**src/rtl/vthernet_pkg.sv**
```systemverilog
// Shared constants and types for the Vthernet receive path.
package vthernet_pkg;

  localparam int unsigned ADDR_W = 11;
  localparam int unsigned CRC_W  = 32;

  localparam logic [7:0]       PREAMBLE_BYTE = 8'h55;
  localparam logic [7:0]       SFD_BYTE      = 8'hD5;
  localparam logic [CRC_W-1:0] CRC_POLY      = 32'hEDB88320;
  localparam logic [CRC_W-1:0] CRC_INIT      = 32'hFFFFFFFF;
  localparam logic [CRC_W-1:0] CRC_RESIDUE   = 32'hDEBB20E3;

  localparam logic [1:0] ST_IDLE     = 2'd0;
  localparam logic [1:0] ST_PREAMBLE = 2'd1;
  localparam logic [1:0] ST_DATA     = 2'd2;
  localparam logic [1:0] ST_DROP     = 2'd3;

  // End-of-frame status reported alongside frame_done.
  typedef struct packed {
    logic              ok;
    logic              crc_err;
    logic              len_err;
    logic              phy_err;
    logic [ADDR_W-1:0] len;
  } frame_status_t;

endpackage

```
**src/rtl/rx_gmii_framer_if.sv**
```systemverilog
// GMII receive inputs plus SRAM write / frame status outputs of the framer.
interface rx_gmii_framer_if;
  import vthernet_pkg::*;

  logic              RX_DV;
  logic [7:0]        RXD;
  logic              RX_ER;

  logic              rx_data_v;
  logic [7:0]        rx_data;
  logic [ADDR_W-1:0] rx_addr;
  logic              frame_done;
  logic              frame_ok;
  logic [ADDR_W-1:0] frame_len;
  logic              crc_err;
  logic              len_err;
  logic              phy_err;

  modport master (
    input  RX_DV, RXD, RX_ER,
    output rx_data_v, rx_data, rx_addr,
    output frame_done, frame_ok, frame_len, crc_err, len_err, phy_err
  );

  modport slave (
    output RX_DV, RXD, RX_ER,
    input  rx_data_v, rx_data, rx_addr,
    input  frame_done, frame_ok, frame_len, crc_err, len_err, phy_err
  );

endinterface

```
**src/rtl/crc32_d8.sv**
```systemverilog
// Byte-wide reflected CRC-32 update, LSB of the data byte shifted in first.
module crc32_d8
  import vthernet_pkg::*;
(
  input  logic [CRC_W-1:0] crc_in,
  input  logic [7:0]       data,
  output logic [CRC_W-1:0] crc_out
);

  always_comb begin
    crc_out = crc_in;
    for (int i = 0; i < 8; i++) begin
      if (crc_out[0] ^ data[i]) crc_out = (crc_out >> 1) ^ CRC_POLY;
      else                      crc_out = crc_out >> 1;
    end
  end

endmodule

```
**src/rtl/rx_gmii_framer.sv**
```systemverilog
// GMII receive framer: strips preamble/SFD, writes frame bytes to SRAM,
// checks FCS residue and length, and reports per-frame status.
module rx_gmii_framer
  import vthernet_pkg::*;
#(
  parameter int unsigned MAX_LEN = 1522,
  parameter int unsigned MIN_LEN = 64
) (
  input  logic             RX_CLK,
  input  logic             rst,
  rx_gmii_framer_if.master bus
);

  localparam logic [ADDR_W-1:0] MAX_CNT = ADDR_W'(MAX_LEN);
  localparam logic [ADDR_W-1:0] MIN_CNT = ADDR_W'(MIN_LEN);

  logic [1:0]        state,   state_d;
  logic [ADDR_W-1:0] count,   count_d;
  logic [CRC_W-1:0]  crc,     crc_d;
  logic [CRC_W-1:0]  crc_nxt;
  logic              phy_l,   phy_l_d;
  logic              len_l,   len_l_d;
  logic              wr_v,    wr_v_d;
  logic [7:0]        wr_data, wr_data_d;
  logic [ADDR_W-1:0] wr_addr, wr_addr_d;
  logic              done,    done_d;
  frame_status_t     stat,    stat_d;
  logic              crc_bad;
  logic              short_frame;

  crc32_d8 u_crc (
    .crc_in  (crc),
    .data    (bus.RXD),
    .crc_out (crc_nxt)
  );

  assign crc_bad     = (crc != CRC_RESIDUE);
  assign short_frame = (count < MIN_CNT);

  // State and registered outputs
  always_ff @(posedge RX_CLK or posedge rst) begin
    if (rst) begin
      state   <= ST_IDLE;
      count   <= '0;
      crc     <= CRC_INIT;
      phy_l   <= 1'b0;
      len_l   <= 1'b0;
      wr_v    <= 1'b0;
      wr_data <= '0;
      wr_addr <= '0;
      done    <= 1'b0;
      stat    <= '0;
    end else begin
      state   <= state_d;
      count   <= count_d;
      crc     <= crc_d;
      phy_l   <= phy_l_d;
      len_l   <= len_l_d;
      wr_v    <= wr_v_d;
      wr_data <= wr_data_d;
      wr_addr <= wr_addr_d;
      done    <= done_d;
      stat    <= stat_d;
    end
  end

  // Next-state and output decode
  always_comb begin
    state_d   = state;
    count_d   = count;
    crc_d     = crc;
    phy_l_d   = phy_l;
    len_l_d   = len_l;
    wr_v_d    = 1'b0;
    wr_data_d = wr_data;
    wr_addr_d = wr_addr;
    done_d    = 1'b0;
    stat_d    = stat;

    case (state)
      ST_IDLE: begin
        if (bus.RX_DV && (bus.RXD == PREAMBLE_BYTE)) state_d = ST_PREAMBLE;
      end

      ST_PREAMBLE: begin
        if (!bus.RX_DV) begin
          state_d = ST_IDLE;
        end else if (bus.RXD == PREAMBLE_BYTE) begin
          state_d = ST_PREAMBLE;
        end else begin
          // A bad SFD still produces a frame_done, with no cause flagged.
          state_d = (bus.RXD == SFD_BYTE) ? ST_DATA : ST_DROP;
          count_d = '0;
          crc_d   = CRC_INIT;
          phy_l_d = 1'b0;
          len_l_d = 1'b0;
        end
      end

      ST_DATA: begin
        if (!bus.RX_DV) begin
          state_d        = ST_IDLE;
          done_d         = 1'b1;
          stat_d.len     = count;
          stat_d.crc_err = crc_bad;
          stat_d.len_err = len_l | short_frame;
          stat_d.phy_err = phy_l;
          stat_d.ok      = ~(crc_bad | len_l | short_frame | phy_l);
        end else if (bus.RX_ER) begin
          state_d = ST_DROP;
          phy_l_d = 1'b1;
        end else if (count == MAX_CNT) begin
          state_d = ST_DROP;
          len_l_d = 1'b1;
        end else begin
          wr_v_d    = 1'b1;
          wr_data_d = bus.RXD;
          wr_addr_d = count;
          count_d   = count + ADDR_W'(1);
          crc_d     = crc_nxt;
        end
      end

      ST_DROP: begin
        if (!bus.RX_DV) begin
          state_d        = ST_IDLE;
          done_d         = 1'b1;
          stat_d.len     = count;
          stat_d.crc_err = 1'b0;
          stat_d.len_err = len_l;
          stat_d.phy_err = phy_l;
          stat_d.ok      = 1'b0;
        end
      end

      default: state_d = ST_IDLE;
    endcase
  end

  assign bus.rx_data_v  = wr_v;
  assign bus.rx_data    = wr_data;
  assign bus.rx_addr    = wr_addr;
  assign bus.frame_done = done;
  assign bus.frame_ok   = stat.ok;
  assign bus.frame_len  = stat.len;
  assign bus.crc_err    = stat.crc_err;
  assign bus.len_err    = stat.len_err;
  assign bus.phy_err    = stat.phy_err;

endmodule

```
**src/flat_wrapper.sv**
```systemverilog
// flat-port wrapper written by rule: the top's interface ports become plain ports
module rx_gmii_framer_flat import vthernet_pkg::*;
#(
  parameter int unsigned MAX_LEN = 1522,
  parameter int unsigned MIN_LEN = 64
)
  (RX_CLK, rst, bus_RX_DV, bus_RXD, bus_RX_ER, bus_rx_data_v, bus_rx_data, bus_rx_addr, bus_frame_done, bus_frame_ok, bus_frame_len, bus_crc_err, bus_len_err, bus_phy_err);
  rx_gmii_framer_if bus_i ();
  input  logic RX_CLK;
  input  logic rst;
  input wire logic [$bits(bus_i.RX_DV)-1:0] bus_RX_DV;
  input wire logic [$bits(bus_i.RXD)-1:0] bus_RXD;
  input wire logic [$bits(bus_i.RX_ER)-1:0] bus_RX_ER;
  output wire logic [$bits(bus_i.rx_data_v)-1:0] bus_rx_data_v;
  output wire logic [$bits(bus_i.rx_data)-1:0] bus_rx_data;
  output wire logic [$bits(bus_i.rx_addr)-1:0] bus_rx_addr;
  output wire logic [$bits(bus_i.frame_done)-1:0] bus_frame_done;
  output wire logic [$bits(bus_i.frame_ok)-1:0] bus_frame_ok;
  output wire logic [$bits(bus_i.frame_len)-1:0] bus_frame_len;
  output wire logic [$bits(bus_i.crc_err)-1:0] bus_crc_err;
  output wire logic [$bits(bus_i.len_err)-1:0] bus_len_err;
  output wire logic [$bits(bus_i.phy_err)-1:0] bus_phy_err;
  assign bus_i.RX_DV = bus_RX_DV;
  assign bus_i.RXD = bus_RXD;
  assign bus_i.RX_ER = bus_RX_ER;
  assign bus_rx_data_v = bus_i.rx_data_v;
  assign bus_rx_data = bus_i.rx_data;
  assign bus_rx_addr = bus_i.rx_addr;
  assign bus_frame_done = bus_i.frame_done;
  assign bus_frame_ok = bus_i.frame_ok;
  assign bus_frame_len = bus_i.frame_len;
  assign bus_crc_err = bus_i.crc_err;
  assign bus_len_err = bus_i.len_err;
  assign bus_phy_err = bus_i.phy_err;
  rx_gmii_framer #(.MAX_LEN(MAX_LEN), .MIN_LEN(MIN_LEN)) u_core (.RX_CLK(RX_CLK), .rst(rst), .bus(bus_i));
endmodule
```
**config.mk**
```make
export PLATFORM = sky130hd
export DESIGN_NAME = rx_gmii_framer_flat
export DESIGN_NICKNAME = d
export VERILOG_FILES = /design/src/rtl/vthernet_pkg.sv /design/src/rtl/rx_gmii_framer_if.sv /design/src/rtl/crc32_d8.sv /design/src/rtl/rx_gmii_framer.sv /design/src/flat_wrapper.sv
export SDC_FILE = /design/constraint.sdc
export NUM_CORES = 1
export LEC_CHECK = 0
export ABC_AREA = 1
export BUFFER_PORTS_ARGS = -buffer_cell sky130_fd_sc_hd__buf_2
export CORE_MARGIN = 3
export CORE_UTILIZATION = 60
export DETAILED_ROUTE_END_ITERATION = 10
export PLACE_DENSITY = 0.81
export SLEW_MARGIN = 20
export SYNTH_ARGS = -nofsm -noshare
export SYNTH_HDL_FRONTEND = slang
export SYNTH_SLANG_ARGS = --single-unit
```
**constraint.sdc**
```tcl
create_clock -name RX_CLK -period 5.25 [get_ports RX_CLK]
set_input_delay 0.2625 -clock RX_CLK [delete_from_list [all_inputs] [get_ports RX_CLK]]
set_output_delay 0.2625 -clock RX_CLK [all_outputs]
set_load 0.02 [all_outputs]
```
==> reports/results.tsv <==
metric	value	unit
maximum_number_of_pins_on_one_net_before_global_route_repair	52	
static-leakage-power	2.75	nW
flow.area_growth_from_synthesis	8.26	%
min_from	bus_RXD[1]	
synth_nets	678	
max_cap_violations	0	
detail_route.vias_per_cell	5.58	
synth_enable_flop_cells	0	
yosys-top-cells-count	226 x nand2_1, 66 x inv_1, 57 x nand3_1	
antenna_found_initial	0	
synth.avg_cell_area	7.58	um^2
place_hpwl	8.66	mm
cell_internal_pwr	0.00161	W
ys.warnings.count	0	
cts_buffer_count	9	
layout-drive-gt1-share	20.7	%
period_minus_slack	2.29	ns
setup-violations-final	0	
drt_iter0_markers	340	
totalNegativeSetupSlack	0	ns
post_synth_main_area_contributors	dfrtp_1 25%, nand2_1 17%, dfstp_2 17%, nand3_1 5.7%, xor2_1 5.2%	
end_kind	flop	
crit_path_cells	inv_1 > ha_1 > nand2_1 > nor3_2 > nand3_2 > nand2_2 > inv_8 > o21a_1 > a21oi_1	
synth_area	0.00503	mm^2
drv_slew	0	
finalHoldViolations	0	
wl_met3	847	um
post_synth_inst_count	664	
worst_slew_margin_rel	35.9	%
max_stage_delay	0.68	ns
critical_path.startpoint_type	flop	
detailedRoute.firstPassIterationCount	5	
r2r_setup_slack	2.96	ns
r2r_cells	9	
r2r_end	u_core.crc[0]	
routed-wl-met2	5.76	mm
status	complete, no violations	
power.share.switching	46.3	%
most_instantiated_library_cell_after_synthesis	nand2_1	
antenna_left	0	
post_layout_nonfiller_instances	813	
critical_path.reg2reg.startpoint	u_core.count[0]	
gr-total-overflow	0	
required_worst_endpoint	5.54	ns
wire_length_reported_by_the_detailed_router	12.1	mm
finalWeightedCongestion	0.887	
worst_hold_path.endpoint	u_core.bus.rx_data[1]	
starting_density_of_the_core	63.5	%
critical_path_cell_with_the_highest_stage_delay	nand2_2	
place.detailed.instances	796	
rsz_0062_raised_after_global_routing	no	
final.setup_skew	0.0131	ns
power.clock.fraction	14.3	%
num_rows	32	
clockBufferDepth	2	
worst_hold_path_type	input pin to flop	
dpl-instance-area	0.00526	mm^2
htree_levels	3	
route.vias.total	4538	
wire_length_of_the_first_global_routing_pass	19.8	mm
nets	720	
async_reset_ff_share	100	%
worst_pin_slew	0.959	ns
netSwitchingPower	0.00139	W
clk_root_buffer_cell	clkbuf_8	
floorplan.core_area	0.00793	mm^2
pwr_density_cell	550	mW/mm^2
track_usage	25.5	%
insertion_delay	0.36	ns
crit_type	flop to flop	
m1WireLength	5.17	mm
tritoncts	yes	
fillCellCount	667	
buffer_ports.inserted	47	
peakVddDrop	252	uV
ys_seq_elements	83	
final_min_period_over_clock_period	43.5	%
worst_hold_path.num_cells	3	
worst-endpoint-arrival	2.57	ns
highest-signal-layer	met4	
synth.yosys.seq_area_share	42.1	%
routedWlPerCell	14.9	um
synth_top_flop_cell	dfrtp_1	
number_of_setup_buffers_added_after_cts	0	
die_w	97.6	um
p_seq_share	38.0	%
drt_drc_violations_left	0	
grt_pass1_vias	4232	
yosys.cell_types.count	44	
timing.critical_path.fanout_max	48	
ioPinCount	48	
layout.cell_area.non_filler	0.00545	mm^2
dieHeight	97.6	um
max_clock_freq	0.438	GHz
synth_largest_type_area_fraction	25.4	%
cts.reportedPaths.clkPinSlew	0.10	ns
numClockSinks	83	
num_antenna_cells	0	
synth.largest_area_cell	dfrtp_1	
die-area	0.00952	mm^2
combinationalPowerShare	47.7	%
==> sequential cells by signal, summed over array words and instances, names as in the netlist, 2 cells and up <==
register	flops
u_core.bus.rx_data	8
u_core.count	11
u_core.crc	32
u_core.bus.rx_addr	11
u_core.bus.frame_len	11
u_core.state	2
==> metrics by stage <==
stage / hold WS (ns) / utilization [%] / worst slack, ns / total power (W)
2_1_floorplan: 0.422 / - / 2.90 / 0.00220
3_3_place_gp: 0.331 / 66.4 / 3.06 / 0.00249
3_5_place_dp: 0.332 / 66.4 / 3.00 / 0.00256
4_1_cts: 0.206 / 68.7 / 2.95 / 0.00299
5_1_grt: 0.238 / 68.7 / 2.70 / 0.00321
6_report: 0.211 / 68.7 / 2.96 / 0.00300
==> how the worst max path moves through the flow <==
| stage | startpoint | end |
|---|---|---|
| final | u_core.count[0] | u_core.crc[0] |
| after global routing | u_core.count[0] | u_core.crc[16] |
| after CTS | u_core.count[0] | u_core.crc[0] |
| after detailed placement | u_core.count[0] | u_core.crc[0] |
| after global placement | u_core.count[0] | u_core.crc[16] |
| after floorplan | rst | u_core.bus.crc_err |
==> repair_timing <==
item	CTS	global route
hold buffers	1	0
hold endpoints to repair	6	0
resized for setup	0	0
==> critical path, delay by kind of cell, from the launching register on <==
family          cells  cell delay (ns)
compound gates      2             0.28
fa+ha+maj           1             0.17
flops               1             0.44
simple gates        4             1.01
buf+inv             2             0.28
==> placed cells by master (no fill, tap or decap), types with 2 or more instances in the layout <==
cell,count
a21o_1,2
a21oi_1,10
a22oi_1,2
buf_2,47
clkbuf_8,9
clkinvlp_4,3
dfrtp_1,51
dfstp_2,32
ha_1,2
inv_1,65
inv_2,6
inv_6,2
nand2_1,226
nand2_2,12
nand2_4,4
nand3_1,57
nand3_2,2
nand4_1,7
nor2_1,42
nor2_2,7
nor2_4,3
nor3_1,6
nor4_1,3
o21a_1,3
o21ai_0,39
o21ai_1,4
o21ai_2,9
or2_1,2
xnor2_1,5
xnor2_2,2
xor2_1,30
==> logic make-up (layout without fill, tap and decap cells) <==
group | Yosys count | count (layout) | share of synthesized area [%]
xor gates and xnor gates | 37 | 37 | 6.74
adders and majority gates | 2 | 2 | 0.497
buffers and inverters | 91 | 138 | 8.43
AOI/OAI and AO/OA | 73 | 73 | 8.51
and+or+nand+nor | 378 | 378 | 33.7
DFF | 83 | 83 | 42.1
==> power groups by stage <==
stage	logic (W)	clock network (W)	registers, W
floorplan	0.000953	0	0.00124
global placement	0.00137	0	0.00113
detailed placement	0.00141	0	0.00114
CTS	0.00142	0.000435	0.00113
global route	0.00159	0.000461	0.00117
finish	0.00143	0.000429	0.00114
==> routing by layer <==
layer  track usage [%]  vias up
met4              9.05        0
met3              4.59       37
met1              32.9     2125
met5                 0        -
met2              43.1      191
li1                  -     2185
==> area by class of cell <==
cell class	instances	area, um^2	share of cell area (%)
clock inverters	6	48.8	0.896
flip-flops and latches	83	2120	38.9
multi-input cells	490	2490	45.7
well taps	102	128	2.34
clock buffers	10	128	2.34
inverters	73	283	5.19
repair buffers	49	253	4.64
No activity file was read; power rests on OpenSTA's default activity.
